File: src/rtl/apb_master_arbiter.sv
// rtl/apb_master_arbiter.sv - round-robin requester arbiter driving one APB slave
module apb_master_arbiter #(
  parameter int NUM_REQ    = 2,
  parameter int ADDR_WIDTH = 8,
  parameter int DATA_WIDTH = 32,
  parameter int TIMEOUT    = 16
) (
  input  logic                          pclk,
  input  logic                          presetn,
  input  logic [NUM_REQ-1:0]            req_valid,
  output logic [NUM_REQ-1:0]            req_ready,
  input  logic [NUM_REQ-1:0]            req_write,
  input  logic [NUM_REQ*ADDR_WIDTH-1:0] req_addr,
  input  logic [NUM_REQ*DATA_WIDTH-1:0] req_wdata,
  output logic [NUM_REQ-1:0]            rsp_valid,
  output logic [DATA_WIDTH-1:0]         rsp_rdata,
  output logic                          rsp_err,
  output logic [ADDR_WIDTH-1:0]         paddr,
  output logic [DATA_WIDTH-1:0]         pwdata,
  output logic                          pwrite,
  output logic                          psel,
  output logic                          penable,
  input  logic                          pready,
  input  logic [DATA_WIDTH-1:0]         prdata,
  input  logic                          pslverr
);

  localparam int IDX_W = (NUM_REQ > 1) ? $clog2(NUM_REQ) : 1;
  localparam int CNT_W = $clog2(TIMEOUT);

  typedef enum logic [1:0] {IDLE, SETUP, ACCESS} state_t;

  state_t             state, state_nxt;
  logic [IDX_W-1:0]   last_grant, owner, gnt_idx, cand;
  logic               gnt_found;
  logic [CNT_W-1:0]   wait_cnt;
  logic               done, abort;

  // Search starts just after the previous winner so every requester gets a turn.
  always_comb begin
    gnt_found = 1'b0;
    gnt_idx   = '0;
    cand      = '0;
    for (int k = 1; k <= NUM_REQ; k++) begin
      cand = IDX_W'((int'(last_grant) + k) % NUM_REQ);
      if (!gnt_found && req_valid[cand]) begin
        gnt_found = 1'b1;
        gnt_idx   = cand;
      end
    end
  end

  always_ff @(posedge pclk) begin
    if (!presetn) state <= IDLE;
    else          state <= state_nxt;
  end

  always_comb begin
    state_nxt = state;
    psel      = 1'b0;
    penable   = 1'b0;
    req_ready = '0;
    done      = 1'b0;
    abort     = 1'b0;
    case (state)
      IDLE: begin
        if (gnt_found) begin
          req_ready[gnt_idx] = 1'b1;
          state_nxt          = SETUP;
        end
      end
      SETUP: begin
        psel      = 1'b1;
        state_nxt = ACCESS;
      end
      ACCESS: begin
        psel    = 1'b1;
        penable = 1'b1;
        if (pready) begin
          done      = 1'b1;
          state_nxt = IDLE;
        end else if (wait_cnt == CNT_W'(TIMEOUT - 1)) begin
          abort     = 1'b1;
          state_nxt = IDLE;
        end
      end
      default: state_nxt = IDLE;
    endcase
  end

  always_ff @(posedge pclk) begin
    if (!presetn) begin
      last_grant <= IDX_W'(NUM_REQ - 1);
      owner      <= '0;
      wait_cnt   <= '0;
      paddr      <= '0;
      pwdata     <= '0;
      pwrite     <= 1'b0;
      rsp_valid  <= '0;
      rsp_rdata  <= '0;
      rsp_err    <= 1'b0;
    end else begin
      rsp_valid <= '0;
      if (state == IDLE && gnt_found) begin
        paddr      <= req_addr[int'(gnt_idx)*ADDR_WIDTH +: ADDR_WIDTH];
        pwdata     <= req_wdata[int'(gnt_idx)*DATA_WIDTH +: DATA_WIDTH];
        pwrite     <= req_write[gnt_idx];
        owner      <= gnt_idx;
        last_grant <= gnt_idx;
      end
      if (state == SETUP)
        wait_cnt <= '0;
      else if (state == ACCESS && !pready)
        wait_cnt <= wait_cnt + 1'b1;
      if (done) begin
        rsp_valid[owner] <= 1'b1;
        rsp_err          <= pslverr;
        rsp_rdata        <= pwrite ? '0 : prdata;
      end else if (abort) begin
        rsp_valid[owner] <= 1'b1;
        rsp_err          <= 1'b1;
        rsp_rdata        <= '0;
      end
    end
  end

endmodule
File: config.mk
export PLATFORM = sky130hd
export DESIGN_NAME = apb_master_arbiter
export DESIGN_NICKNAME = d
export VERILOG_FILES = /design/src/rtl/apb_master_arbiter.sv
export SDC_FILE = /design/constraint.sdc
export NUM_CORES = 1
export LEC_CHECK = 0
export BUFFER_PORTS_ARGS = -buffer_cell sky130_fd_sc_hd__buf_2
export CORE_AREA = 2 2 87 89
export DETAILED_ROUTE_END_ITERATION = 6
export DIE_AREA = 0 0 89 91
export GPL_TIMING_DRIVEN = 0
export PLACE_DENSITY = 0.95
export SYNTH_ARGS = -nofsm -noshare
export SYNTH_HDL_FRONTEND = slang
export SYNTH_SLANG_ARGS = --single-unit
File: constraint.sdc
create_clock -name pclk -period 3.1 [get_ports pclk]
set_clock_uncertainty 0.1 [all_clocks]
set_input_delay 0.62 -clock pclk [delete_from_list [all_inputs] [get_ports pclk]]
set_output_delay 0.62 -clock pclk [all_outputs]
set_load 0.02 [all_outputs]
==> results of run 1 <==
-- cells by family (layout without fill, tap and decap cells) --
family                     after synthesis  after routing  synth area share, %
and+or+nand+nor                         27             27                 4.88
AOI/OAI and AO/OA                      129            129                 34.6
DFF                                     84             84                 52.4
buffers and inverters                   33            247                 5.31
adders and majority gates                5              5                 1.95
xor gates and xnor gates                 2              2                0.546
muxes                                    1              1                0.312
-- sequential cells by signal, summed over array words and instances (netlist names) --
register	cells
pwrite	1
paddr	8
rsp_rdata	32
last_grant	1
state	2
rsp_err	1
owner	1
wait_cnt	4
pwdata	32
rsp_valid	2
-- routing by layer --
metal | wire length [µm] | vias up
li1 | - | 1551
met1 | 3930 | 1523
met2 | 4620 | 196
met3 | 853 | 17
met4 | 189 | 0
met5 | 0 | -
-- power breakdown --
part | switching, W | total [W] | leakage, nW | internal (W)
combinational | 0.000323 | 0.000536 | 1.35 | 0.000213
clock | 0.000401 | 0.000943 | 0.124 | 0.000541
sequential | 0.0000491 | 0.00121 | 0.686 | 0.00116
-- critical path, delay by kind of cell --
family / cells / cell delay [ps]
and+or+nand+nor: 1 / 150
buffers and inverters: 3 / 630
AOI/OAI and AO/OA: 1 / 360
-- worst paths after layout --
path	startpoint	slack, ps	end	depth (start not counted)
max	req_valid[0]	620	req_ready[1]	5
min	pwdata[15]$_SDFFE_PN0P_	360	pwdata[15]$_SDFFE_PN0P_	1
min reg2reg	pwdata[15]$_SDFFE_PN0P_	360	pwdata[15]$_SDFFE_PN0P_	1
max reg2reg	state[0]$_SDFFE_PN0P_	1220	pwdata[10]$_SDFFE_PN0P_	6
-- synth_stat cells, types with 3 or more instances --
cell type  count
dfxtp_1       84
a32oi_1       41
o2bb2ai_1     41
a22o_1        32
buf_2         18
clkbuf_1       9
ha_1           5
nand2_1        5
a21oi_1        4
nor2_1         4
and2_1         3
and3_1         3
buf_6          3
nand2b_1       3
nand3_1        3
-- through the flow --
stage                     cell area [µm²]  worst slack (ps)
after global placement               4320               626
after CTS                            4570               611
after global routing                 4570               560
final                                4570               621
after floorplan                      3210               929
after detailed placement             4320               616
-- cells in the final DEF (no fill, tap or decap), types with 2 or more instances in the layout --
cell type | Yosys | layout
a22o_1 | 32 | 32
inv_1 | 2 | 2
a21boi_2 | 2 | 2
bufinv_16 | 0 | 3
nand2_1 | 5 | 5
o21ai_0 | 2 | 2
o2bb2ai_1 | 41 | 41
clkbuf_1 | 9 | 9
a22oi_1 | 2 | 2
buf_2 | 18 | 216
ha_1 | 5 | 5
nand3_1 | 3 | 3
nand2b_1 | 3 | 3
a32oi_1 | 41 | 41
dfxtp_1 | 84 | 84
nor2b_1 | 2 | 2
a21oi_1 | 4 | 4
and2_1 | 3 | 3
buf_6 | 3 | 3
clkbuf_8 | 0 | 9
inv_6 | 0 | 2
nor2_1 | 4 | 4
and3_1 | 3 | 3
-- area by class of cell --
class	count	area, µm²
plain buffers	31	163
clock buffers	9	124
clock inverters	7	121
fillers	580	2570
inverters	2	7.51
multi-input cells	164	1360
flip-flops and latches	84	1680
well taps	99	124
repair buffers	198	991
==> impl_metrics.csv, run 1 <==
group,metric,value,unit
outcome,status,"finished clean",
cts,cts_tree,"done",
min_path,hp-class,"register to register",
floorplanning,dieArea,8100,µm²
layout,drive_gt1_share,48.9,%
sta,slew_violations,0,
cts,numCtsBuffers,9,
layout,final_util,64.0,%
critical_path,worst_path_max_delay_cell,"a21boi_2",
layout,diodes,0,
synth,synth_top_area_share,52.4,%
synth,ys_warn_count,0,
cts,clock_sinks,84,
run,max_cap_viol_count,0,
critical_path,startpoint_type,"input pin",
sta,rsz0062_at_grt,"false",
critical_path,crit_top_cell,"buf_2",
route,antenna_left,0,
synth,seq_area_frac_synth,52.4,%
global_routing,grt_max_degree,16,
synth,synth_area,3210,µm²
power,ir_drop,401,µV
critical_path,cp-end-kind,"output port",
global_routing,grt_pass1_vias,3174,
route,routed_wl,9590,µm
route,drc,0,
sta,tightest_slew,458,ps
placed_design,port_buffers,198,
sta,final-setup-viol-count,0,
cts,clockBufferDepth,2,
layout,syn_to_final_growth,42.4,%
synth,synth-seq-cells,84,
synth,synthArstFlopShare,0,%
placed_design,hpwl,7410,µm
cts,clock_latency,340,ps
power,p_total,0.00269,W
synth,synthCells,281,
global_routing,grt_most_used_layer,"met2",
synth,yosysTopAreaCell,"dfxtp_1",
floorplanning,ios,200,
sta,whs,365,ps
floorplanning,die_width,89,µm
synth,syn_area_per_cell,11.4,µm²
synth,synth_ff_type,"dfxtp_1",
cts,htreeDepth,3,
sta,fin_crit,2480,ps
route,dr.first_iter.drc_count,102,
route,first_pass_iters,4,
sta,tns,0,ps
cts,post_cts_buffers,0,
critical_path,cp_slowest_stage_delay,360,ps
global_routing,grt_pass1_wl,14500,µm
floorplanning,start_util,44.9,%
route,dr_total_vias,3287,
layout,layoutNonFillerInstCount,594,
critical_path,required,2380,ps
global_routing,met3_usage,5.45,%
critical_path,worstPathMaxFanout,10,
sta,maxSlewHeadroom,69.5,%
floorplanning,coreArea,7140,µm²
global_routing,grt_util_all_layers,22.7,%
sta,period_share,80.0,%
synth,synthDistinctLibCells,33,
critical_path,cp_data_arrival_time,1760,ps
cts,holdBufCountCts,0,
power,leakage,2.16,nW
placed_design,dpl.cell_count,578,
floorplanning,die_y,91,µm
route,viasPerCell,5.53,
sta,hold_viol,0,
layout,final_nets,615,
power,p_per_area,589,nW/µm²
global_routing,antenna_found_initial,0,
cts,ctsResizeCount,0,
synth,netlist_top_cells_area,"dfxtp_1 (52%), a32oi_1 (11%), o2bb2ai_1 (11%)",
synth,synth-edff-count,0,
global_routing,grtUsageMet2,39.7,%
critical_path,crit_type,"input pin to output port",
cts,path_clk_slew,80,ps
sta,clock.fmax,403,MHz
floorplanning,rows,31,
cts,root_buffer,"clkbuf_8",
placed_design,place_congestion,0.811,
synth,synth_nets,406,
critical_path,worstPathCellList,"buf_2 > a21boi_2 > buf_2 > and2_1 > buf_2",
route,routedWlPerCell,16.2,µm
global_routing,grt_overflow,0,
global_routing,met1_usage,25.8,%
Power figures use the tool's default switching activity.
==> run 2: changes to the inputs <==
Settings changed: CORE_AREA 2 2 87 89 to 2 2 95 97, DIE_AREA 0 0 89 91 to 0 0 97 99, PLACE_DENSITY 0.95 to 0.85.
Clock period 3.1 ns to 2.2 ns, I/O delays scaled along.
==> run 2 against run 1 <==
Via count shrank 2.4%. Sequential cell count is the same. Clock-buffer cell count grew 2. Global-route usage shrank 3.3 points. Total power grew 27%. Setup slack lost 530 ps. Routed wire length grew 0.63%. Final cell count grew 1.2%. Hold slack lost 150 ps. Combinational power grew 41%. Largest cell class unchanged. Largest power group unchanged.
==> impl_metrics.csv, run 2 (synthesis results as in run 1) <==
group,metric,value,unit
outcome,status,"finished clean",
critical_path,required,1660,ps
route,routed_wl,9650,µm
layout,final_nets,614,
floorplanning,dieArea,9600,µm²
critical_path,crit_end,"req_ready[0]",
critical_path,worst_path_max_delay_cell,"dfxtp_1",
power,ir_drop,309,µV
sta,maxSlewHeadroom,68.7,%
placed_design,place_congestion,0.897,
cts,numCtsBuffers,9,
layout,drive_gt1_share,48.9,%
route,dr_total_vias,3209,
critical_path,crit_top_cell,"buf_2",
critical_path,crit_path_start,"last_grant$_SDFFE_PN1P_",
floorplanning,rows,34,
power,leakage,2.13,nW
layout,diodes,0,
floorplanning,die_width,97,µm
layout,final_common_cell,"buf_2",
global_routing,grt_overflow,0,
global_routing,grt_max_degree,14,
route,dr.first_iter.drc_count,74,
global_routing,grt_pass1_wl,15100,µm
layout,fill_cells,783,
floorplanning,die_y,99,µm
critical_path,cp-end-kind,"output port",
layout,final_cell_mix,"buf_2 (215), dfxtp_1 (84), a32oi_1 (41), o2bb2ai_1 (41), a22o_1 (32)",
sta,hold_viol,0,
cts,post_cts_buffers,0,
critical_path,rr_startpoint,"state[0]$_SDFFE_PN0P_",
critical_path,worstPathCellList,"nand2b_2 > buf_2 > and3_1 > buf_2",
sta,fin_crit,2110,ps
placed_design,port_buffers,198,
placed_design,placed_cell_area,4330,µm²
run,max_cap_viol_count,0,
cts,clock_sinks,84,
global_routing,grt_util_all_layers,19.4,%
placed_design,hpwl,7370,µm
cts,htreeDepth,3,
cts,holdBufCountCts,0,
route,routedWlPerCell,16.1,µm
critical_path,cp_slowest_stage_delay,420,ps
critical_path,ff2ff_setup_slack,360,ps
floorplanning,ios,200,
cts,root_buffer,"clkbuf_8",
critical_path,crit_type,"register to output port",
floorplanning,start_util,37.5,%
layout,final_area,4510,µm²
sta,clock.fmax,474,MHz
layout,reg.largest.list,"pwdata (32), rsp_rdata (32), paddr (8)",
sta,final-setup-viol-count,0,
global_routing,antenna_found_initial,0,
cts,cts_tree,"done",
min_path,hp-class,"input pin to register",
sta,period_share,95.9,%
route,viasPerCell,5.34,
route,first_pass_iters,4,
floorplanning,coreArea,8550,µm²
sta,whs,217,ps
route,drc,0,
critical_path,cp_data_arrival_time,1570,ps
cts,clockBufferDepth,2,
critical_path,reg2reg_depth,8,
power,p_per_area,758,nW/µm²
layout,final_util,52.7,%
route,antenna_left,0,
critical_path,worstReg2RegEnd,"pwdata[31]$_SDFFE_PN0P_",
critical_path,worstPathMaxFanout,10,
critical_path,startpoint_type,"register",
global_routing,grt_pass1_vias,3077,
cts,path_clk_slew,80,ps
sta,tightest_slew,470,ps
layout,syn_to_final_growth,40.6,%
cts,clock_latency,340,ps
sta,slew_violations,0,
==> run 2: metrics by stage <==
step | TNS, ps | cells | total power (W) | worst slack (ps)
floorplan | 0 | 281 | 0.00218 | 389
global placement | 0 | 587 | 0.00248 | 61.3
detailed placement | 0 | 587 | 0.00250 | 35.2
CTS | -36.7 | 601 | 0.00345 | -24.4
global route | -11.8 | 601 | 0.00359 | -11.8
finish | 0 | 601 | 0.00342 | 90.4
==> run 2: worst min-delay path by stage <==
stage	from	end	depth (start not counted)	slack, ps
2_1_floorplan	owner$_SDFFE_PN0P_	rsp_valid[0]$_SDFF_PN0_	1	300
3_3_place_gp	pwdata[30]$_SDFFE_PN0P_	pwdata[30]$_SDFFE_PN0P_	1	340
3_5_place_dp	paddr[0]$_SDFFE_PN0P_	paddr[0]$_SDFFE_PN0P_	1	350
4_1_cts	prdata[5]	rsp_rdata[5]$_SDFFE_PN0P_	2	190
5_1_grt	prdata[27]	rsp_rdata[27]$_SDFFE_PN0P_	2	200
6_report	prdata[5]	rsp_rdata[5]$_SDFFE_PN0P_	2	220
==> run 2: report_power, final <==
group	switching (W)	internal, W	total [W]
registers	0.0000699	0.00164	0.00171
logic	0.000455	0.000302	0.000757
clock network	0.000517	0.000433	0.000951
==> run 2: cell type report <==
type	instances	area [µm²]	share of cell area, %
tap	108	135	3.00
clock buffer	11	141	3.14
inverter	2	7.51	0.166
multi-input combinational	164	1370	30.3
buffer	30	161	3.58
clock inverter	4	26.3	0.583
sequential	84	1680	37.3
timing repair buffer	198	991	22.0
==> run 2: critical path: cells and delay by family, from the launching register on <==
| kind | cells | cell delay (ps) |
|---|---|---|
| simple gates | 2 | 400 |
| flops | 1 | 420 |
| buf+inv | 2 | 400 |
==> run 2: timing repair <==
action,4_1_cts,5_1_grt
gates cloned,0,0
setup endpoints to repair,2,2
resized for setup,0,3
==> run 2: routing by layer <==
metal	global-route usage, %	routed length (µm)	vias to the layer above
li1	-	-	1549
met2	32.4	4430	178
met5	0	0	-
met1	23.4	4200	1467
met4	8.13	169	0
met3	5.46	855	15
==> run 3: changes to the inputs <==
Settings changed: BUFFER_PORTS_ARGS -buffer_cell sky130_fd_sc_hd__buf_2 to default, CORE_AREA 2 2 95 97 to 2 2 84 86, CTS_CLUSTER_DIAMETER from default to 100, CTS_CLUSTER_SIZE from default to 24, DIE_AREA 0 0 97 99 to 0 0 86 88, DONT_BUFFER_PORTS from default to 1, PLACE_DENSITY 0.85 to 0.77.
==> run 3 against run 2 <==
Sequential cell count unchanged. Register-to-register slack worse by 60 ps. Hold slack worse by 100 ps. Critical path depth down 1. Sequential share of layout area up 11 points. Highest routed layer unchanged. Via count down 24%. Setup slack worse by 9.6 ps.
==> impl_metrics.csv, run 3 (synthesis results as in run 1) <==
group,metric,value,unit
sta,maxSlewHeadroom,67.2,%
route,routedWlPerCell,21.6,µm
layout,final_cell_mix,"dfxtp_1 (84), a32oi_1 (41), o2bb2ai_1 (41)",
route,antenna_left,0,
route,first_pass_iters,4,
global_routing,grt_max_degree,15,
sta,slew_violations,0,
power,leakage,1.25,nW
route,wl_met3,823,µm
layout,drive_gt1_share,14.9,%
cts,path_clk_slew,90,ps
cts,clockBufferDepth,2,
cts,numCtsBuffers,9,
global_routing,antenna_found_initial,0,
route,drc,0,
route,highest_layer,"met4",
critical_path,path_buf_inv,1,
cts,root_buffer,"clkbuf_8",
power,clkPwrFrac,32.8,%
critical_path,worstPathMaxFanout,10,
outcome,status,"finished clean",
cts,ctsResizeCount,0,
critical_path,rr_startpoint,"state[0]$_SDFFE_PN0P_",
placed_design,port_buffers,0,
sta,clock.fmax,472,MHz
critical_path,crit_family,"compound AO/OA/AOI/OAI gates",
cts,cts_tree,"done",
power,p_per_area,952,nW/µm²
floorplanning,die_width,86,µm
global_routing,grt_pass1_wl,11700,µm
critical_path,crit_type,"register to output port",
cts,clock_sinks,84,
critical_path,cp_data_arrival_time,1580,ps
route,wl_met1,3170,µm
sta,final-setup-viol-count,0,
floorplanning,dieArea,7570,µm²
route,dr_total_vias,2430,
sta,period_share,96.3,%
placed_design,hpwl,6100,µm
sta,hold_viol,0,
power,power_frac_seq,55.8,%
critical_path,worst_path_max_delay_cell,"a21boi_2",
cts,htreeDepth,3,
sta,fin_crit,2120,ps
power,p_int,0.00234,W
global_routing,grt_util_all_layers,20.0,%
min_path,hp-class,"input pin to register",
critical_path,cp_slowest_stage_delay,350,ps
critical_path,startpoint_type,"register",
cts,clock_latency,350,ps
floorplanning,start_util,48.3,%
layout,syn_to_final_growth,9.29,%
run,max_cap_viol_count,0,
floorplanning,rows,30,
layout,final_nets,416,
floorplanning,ios,200,
route,routed_wl,8140,µm
placed_design,dpl.cell_count,361,
layout,diodes,0,
critical_path,worstPathCellList,"a21boi_2 > buf_2 > and2_1",
floorplanning,die_y,88,µm
min_path,holdCritStartpoint,"prdata[22]",
critical_path,cp-end-kind,"output port",
global_routing,grt_overflow,0,
layout,layoutNonFillerInstCount,376,
sta,rsz0062_at_grt,"true",
critical_path,crit_path_start,"last_grant$_SDFFE_PN1P_",
layout,reg.largest.list,"pwdata (32), rsp_rdata (32), paddr (8)",
global_routing,grt_pass1_vias,2351,
power,p_switching,0.000992,W
power,ir_drop,451,µV
critical_path,required,1660,ps
power,p_total,0.00334,W
placed_design,place_congestion,0.830,
power,combPwrFrac,11.4,%
route,dr.first_iter.drc_count,62,
cts,post_cts_buffers,0,
floorplanning,coreArea,6640,µm²
route,wl_met2,4070,µm
layout,final_common_cell,"dfxtp_1",
route,viasPerCell,6.46,
sta,tightest_slew,492,ps
layout,final_util,52.7,%
power,swShare,29.7,%
-- run 3: layout make-up --
| class | instances | area (µm²) |
|---|---|---|
| fillers | 594 | 3140 |
| flip-flops and latches | 84 | 1680 |
| multi-input cells | 164 | 1360 |
| plain buffers | 30 | 159 |
| inverters | 2 | 7.51 |
| clock buffers | 10 | 138 |
| clock inverters | 6 | 63.8 |
| well taps | 80 | 100 |
-- run 3: timing repair --
item / CTS / global route
hold buffers: 0 / 0
endpoints found under the setup margin: 1 / 2
endpoints found under the hold margin: 0 / 0
pin swaps: 0 / 0
cloned: 0 / 0
-- run 3: routing by layer --
metal	vias to the layer above	GRT usage (%)
met5	-	0
met4	0	6.06
met1	1129	22.1
met2	141	35.2
li1	1152	-
met3	8	8.20
-- run 3: power groups by stage --
stage	combinational (W)	clock, W	sequential [W]
3_3_place_gp	0.000371	0	0.00190
4_1_cts	0.000383	0.00112	0.00186
3_5_place_dp	0.000384	0	0.00190
6_report	0.000380	0.00109	0.00186
5_1_grt	0.000425	0.00119	0.00188
2_1_floorplan	0.000309	0	0.00187
-- run 3: path summary, 6_finish.rpt --
path                                      to  cells after the start  slack, ps
setup / recovery                req_ready[1]                      3         80
hold / removal    rsp_rdata[22]$_SDFFE_PN0P_                      1        120
setup reg to reg  rsp_rdata[13]$_SDFFE_PN0P_                      6        300
hold reg to reg      rsp_valid[0]$_SDFF_PN0_                      1        360
-- run 3: per-stage QoR --
step                hold WS, ps  area, µm²  worst slack [ps]  TNS, ps
floorplan                   305       3210               389        0
global placement            355       3310               102        0
detailed placement          345       3310              89.0        0
CTS                        97.8       3500              26.1        0
global route               88.1       3500             -15.2    -16.8
finish                      115       3500              80.8        0
